$ cat src/rtl/misr_sig_unload.sv
// Gates the upstream MISR for a programmed window, captures and checks the signature, then
// unloads it LSB-first over valid/ready. Define MISR_SIG_PARITY_EN to append an even-parity bit.
module misr_sig_unload #(
  parameter int unsigned SIG_W = 32,
  parameter int unsigned CNT_W = 16
) (
  input  logic             CK,
  input  logic             RESET,
  input  logic             start,
  input  logic [CNT_W-1:0] win_len,
  input  logic [SIG_W-1:0] golden,
  input  logic [SIG_W-1:0] sig_in,
  output logic             misr_clr,
  output logic             misr_en,
  output logic             busy,
  output logic             done,
  output logic             pass,
  output logic             ser_out,
  output logic             ser_valid,
  input  logic             ser_ready
);

`ifdef MISR_SIG_PARITY_EN
  localparam int unsigned UnloadLen = SIG_W + 1;
`else
  localparam int unsigned UnloadLen = SIG_W;
`endif
  localparam int unsigned BitW = $clog2(UnloadLen + 1);
  localparam logic [BitW-1:0] LastBit = BitW'(UnloadLen - 1);

  typedef enum logic [2:0] {
    StIdle, StClear, StRun, StCapture, StCompare, StUnload
  } state_e;

  state_e                 state_q;
  logic [CNT_W-1:0]       win_q;
  logic [CNT_W-1:0]       cnt_q;
  logic [SIG_W-1:0]       gold_q;
  logic [UnloadLen-1:0]   shift_q;
  logic [BitW-1:0]        bit_q;

  always_ff @(posedge CK) begin
    if (RESET) begin
      state_q   <= StIdle;
      win_q     <= '0;
      cnt_q     <= '0;
      gold_q    <= '0;
      shift_q   <= '0;
      bit_q     <= '0;
      misr_clr  <= 1'b0;
      misr_en   <= 1'b0;
      busy      <= 1'b0;
      done      <= 1'b0;
      pass      <= 1'b0;
      ser_out   <= 1'b0;
      ser_valid <= 1'b0;
    end else begin
      done <= 1'b0;
      unique case (state_q)
        StIdle: begin
          if (start) begin
            win_q    <= win_len;
            gold_q   <= golden;
            pass     <= 1'b0;
            misr_clr <= 1'b1;
            busy     <= 1'b1;
            state_q  <= StClear;
          end
        end
        StClear: begin
          misr_clr <= 1'b0;
          if (win_q != '0) begin
            cnt_q   <= win_q;
            misr_en <= 1'b1;
            state_q <= StRun;
          end else begin
            // Zero-length window captures the freshly cleared MISR.
            state_q <= StCapture;
          end
        end
        StRun: begin
          if (cnt_q == CNT_W'(1)) begin
            misr_en <= 1'b0;
            state_q <= StCapture;
          end else begin
            cnt_q <= cnt_q - 1'b1;
          end
        end
        StCapture: begin
`ifdef MISR_SIG_PARITY_EN
          shift_q <= {^sig_in, sig_in};
`else
          shift_q <= sig_in;
`endif
          state_q <= StCompare;
        end
        StCompare: begin
          pass      <= (shift_q[SIG_W-1:0] == gold_q);
          bit_q     <= '0;
          ser_out   <= shift_q[0];
          ser_valid <= 1'b1;
          state_q   <= StUnload;
        end
        StUnload: begin
          if (ser_ready) begin
            if (bit_q == LastBit) begin
              ser_valid <= 1'b0;
              ser_out   <= 1'b0;
              done      <= 1'b1;
              busy      <= 1'b0;
              state_q   <= StIdle;
            end else begin
              shift_q <= shift_q >> 1;
              ser_out <= shift_q[1];
              bit_q   <= bit_q + 1'b1;
            end
          end
        end
        default: state_q <= StIdle;
      endcase
    end
  end

endmodule

$ cat config.mk
export PLATFORM = sky130hd
export DESIGN_NAME = misr_sig_unload
export DESIGN_NICKNAME = d
export VERILOG_FILES = /design/src/rtl/misr_sig_unload.sv
export SDC_FILE = /design/constraint.sdc
export NUM_CORES = 1
export LEC_CHECK = 0
export ABC_AREA = 1
export CAP_MARGIN = 30
export CORE_UTILIZATION = 56
export CTS_BUF_LIST = sky130_fd_sc_hd__clkbuf_2
export DETAILED_ROUTE_END_ITERATION = 10
export PLACE_DENSITY = 0.94
export SLEW_MARGIN = 20
export SYNTH_ARGS = -nofsm -noshare
export SYNTH_HDL_FRONTEND = slang
export SYNTH_SLANG_ARGS = --single-unit
export TNS_END_PERCENT = 1
$ cat constraint.sdc
create_clock -name CK -period 1.72 [get_ports CK]
set_input_delay 0.258 -clock CK [delete_from_list [all_inputs] [get_ports CK]]
set_output_delay 0.258 -clock CK [all_outputs]
set_load 0.02 [all_outputs]
==> run metrics <==
Ant. Diodes=0; Reg power frac=0.375; post-synth cell types=43; Final setup viols=2; worst slew pin tran=0.6233 ns; switching power of the nets=4.533 mW; HP Class=primary input to flop; final setup margin=-0.03516 ns; initial DRC count=394; gpl congestion=0.8824; Worst Skew=0.06059 ns; Worst Setup Start Kind=flop; Final HPWL DP=9.901 mm; max cap viols=0; ys flop type=dfxtp_1; Yosys warning count=0; dpl ws=-0.4852 ns; Die H=102.7 um; Hold Fails Final Rpt=0; top cells by area, synth=dfxtp_1 (39%), nand2_1 (9.8%), o21ai_0 (8.3%); Post-Syn Area=5682 um2; Final ANT Viol Nets=0; total CTS buffers=9; # rows=36; H-tree levels=3; CP required=2.29 ns; leading cell types by count after synthesis=nand2_1 (148), dfxtp_1 (112), inv_1 (105); Worst VDD drop=663.0 uV; Clock Sinks=112; initial antenna violation count=0; sequential area share after synthesis=0.3946; Tmin final=1.755 ns; GRT Total Usage=0.2829; I/O Buffers=90; setup slack, reg-to-reg=-0.04 ns; Max Slew Vio Count=0; CP max FO=16; Yosys reg bits=112; layout cell share with drive strength beyond 1=0.1429; logic gate share of total power=0.501; first-pass GRT wire length=23.30 mm; Final period util=1.020; CTS Hold Bufs=0; Routed WL=15.04 mm; area leader, netlist=dfxtp_1; failing checks=negative setup slack; fin nets=992; total gr overflow=0; Yosys top cell area share=0.3946; ys async rst share=0; Net Count, Synth=888; fillers=727; area growth from synthesis to layout=25.70%; Worst Path Arrival=2.32 ns; EDFF count, synth=0; Fmax=569.7 MHz; max_slew headroom=0.5831; TritonCTS clock tree=yes; boundary pin count=91; Clk Latency, worst-skew pair=0.63 ns; DRC viols=0; sequential cell area=2252 um2; switching fraction of total power=0.4496; Die Span X=102.7 um; P_int=5.550 mW; drt first pass iters=6; gate count of the mapped netlist=801; WS Path Type=flop to flop; WHS=0.1803 ns; status=finished with violations; count leader, synth=nand2_1; leakage power=2.926 nW; synthesized area per cell=7.093 um2; clock power share=0.124; largest net degree at the start of global routing=73; routed vias=5707; multi-input logic area=2913 um2; RSZ-0062 raised after global routing=yes; DR WL/cell=14.42 um; # placed instances=1015; total core area=9819 um2; P per Cell Area=1412 nW/um2; vias in the first global route=5198; Die ar.=10550 um2; Max Root-Sink Buffers=2; Post-Layout Cell Count=1043; initial core utilization=0.5786; clock-pin slew on the worst setup and hold paths=0.36 ns; Via-to-Cell Ratio=5.472; CP endpoint kind=flop; Root Driver=clkbuf_2
## stage by stage
stage | TNS [ns] | power (mW) | utilization | cell area (um2)
floorplan | 0 | 7.100 | - | 5682
global placement | -6.837 | 8.125 | 0.6942 | 6817
detailed placement | -8.429 | 8.308 | 0.6942 | 6817
CTS | -0.05758 | 9.585 | 0.7105 | 6977
global route | -0.6690 | 10.80 | 0.7273 | 7142
finish | -0.03897 | 10.08 | 0.7273 | 7142
## cell families after synthesis
family / count (synthesis) / share of synthesized area
simple gates: 272 / 0.2204
xor+xnor: 20 / 0.03083
fa+ha+maj: 3 / 0.006607
buf+inv: 152 / 0.1083
flops: 112 / 0.3946
compound gates: 242 / 0.2392
## layer usage
layer	share of wire	track usage
met3	0.085	0.05831
met5	0	0
met4	0.035	0.1099
met2	0.49	0.4800
met1	0.39	0.3521
## power groups by stage
stage / clock network (mW) / registers, mW / logic [mW]
2_1_floorplan: 0 / 3.74 / 3.36
3_3_place_gp: 0 / 3.78 / 4.35
3_5_place_dp: 0 / 3.80 / 4.50
4_1_cts: 1.26 / 3.76 / 4.57
5_1_grt: 1.37 / 3.86 / 5.57
6_report: 1.25 / 3.78 / 5.05
## cell type report
class / instances / share of cell area
clock buffer: 9 / 0.006307
timing repair buffer: 128 / 0.1757
clock inverter: 7 / 0.01156
inverter: 114 / 0.05992
sequential: 112 / 0.3153
multi-input combinational: 540 / 0.4078
tap: 133 / 0.02330
## worst max-delay path: stages (launching register included)
cell,delay (ns)
dfxtp_2,0.40
ha_1,0.16
nand2_1,0.07
inv_2,0.06
nand3_2,0.09
inv_2,0.08
nor2_4,0.04
buf_12,0.14
nor2_8,0.27
inv_2,0.10
o21ai_1,0.21
nor2_1,0.09
## cell usage in the layout (no fill, tap or decap), types with 2 or more instances in the layout
| cell type | instances |
|---|---|
| nand2_1 | 148 |
| dfxtp_1 | 108 |
| inv_1 | 102 |
| o21ai_0 | 92 |
| clkdlybuf4s50_1 | 83 |
| a21oi_1 | 75 |
| nor2_1 | 58 |
| o21ai_1 | 34 |
| buf_4 | 32 |
| a21oi_2 | 26 |
| nand3_1 | 21 |
| xnor2_1 | 12 |
| inv_2 | 11 |
| clkbuf_2 | 9 |
| nand4_1 | 8 |
| xor2_1 | 8 |
| nand3_2 | 7 |
| buf_12 | 6 |
| nor2_4 | 5 |
| nor2_2 | 5 |
| o22ai_1 | 5 |
| dlygate4sd2_1 | 5 |
| nand3_4 | 4 |
| nand3b_1 | 4 |
| nor3_1 | 4 |
| nand2_4 | 3 |
| ha_1 | 3 |
| inv_8 | 3 |
| nor3_4 | 2 |
| nor2_8 | 2 |
| a211oi_2 | 2 |
| dfxtp_2 | 2 |
| clkinv_8 | 2 |
| clkdlybuf4s15_1 | 2 |
| dfxtp_4 | 2 |
## path summary, 6_finish.rpt
path                end  depth (start not counted)       start
max reg2reg  shift_q[0]                         11    bit_q[0]
min          gold_q[15]                          3  golden[15]
min reg2reg        busy                          2        busy
max          shift_q[0]                         11    bit_q[0]
## state kept, by name, summed over array words and instances (netlist names)
register   count
bit_q          6
pass           1
ser_out        1
done           1
cnt_q         16
misr_en        1
gold_q        32
shift_q       32
state_q        3
win_q         16
ser_valid      1
misr_clr       1
busy           1
## timing repair
action | 4_1_cts | 5_1_grt
buffers inserted | 0 | 9
gates resized for setup | 18 | 17
endpoints found under the setup margin | 60 | 51
hold endpoints to repair | 0 | 0
pin swaps | 2 | 5
cloned | 2 | 1
(Power assumes the default switching activity.)
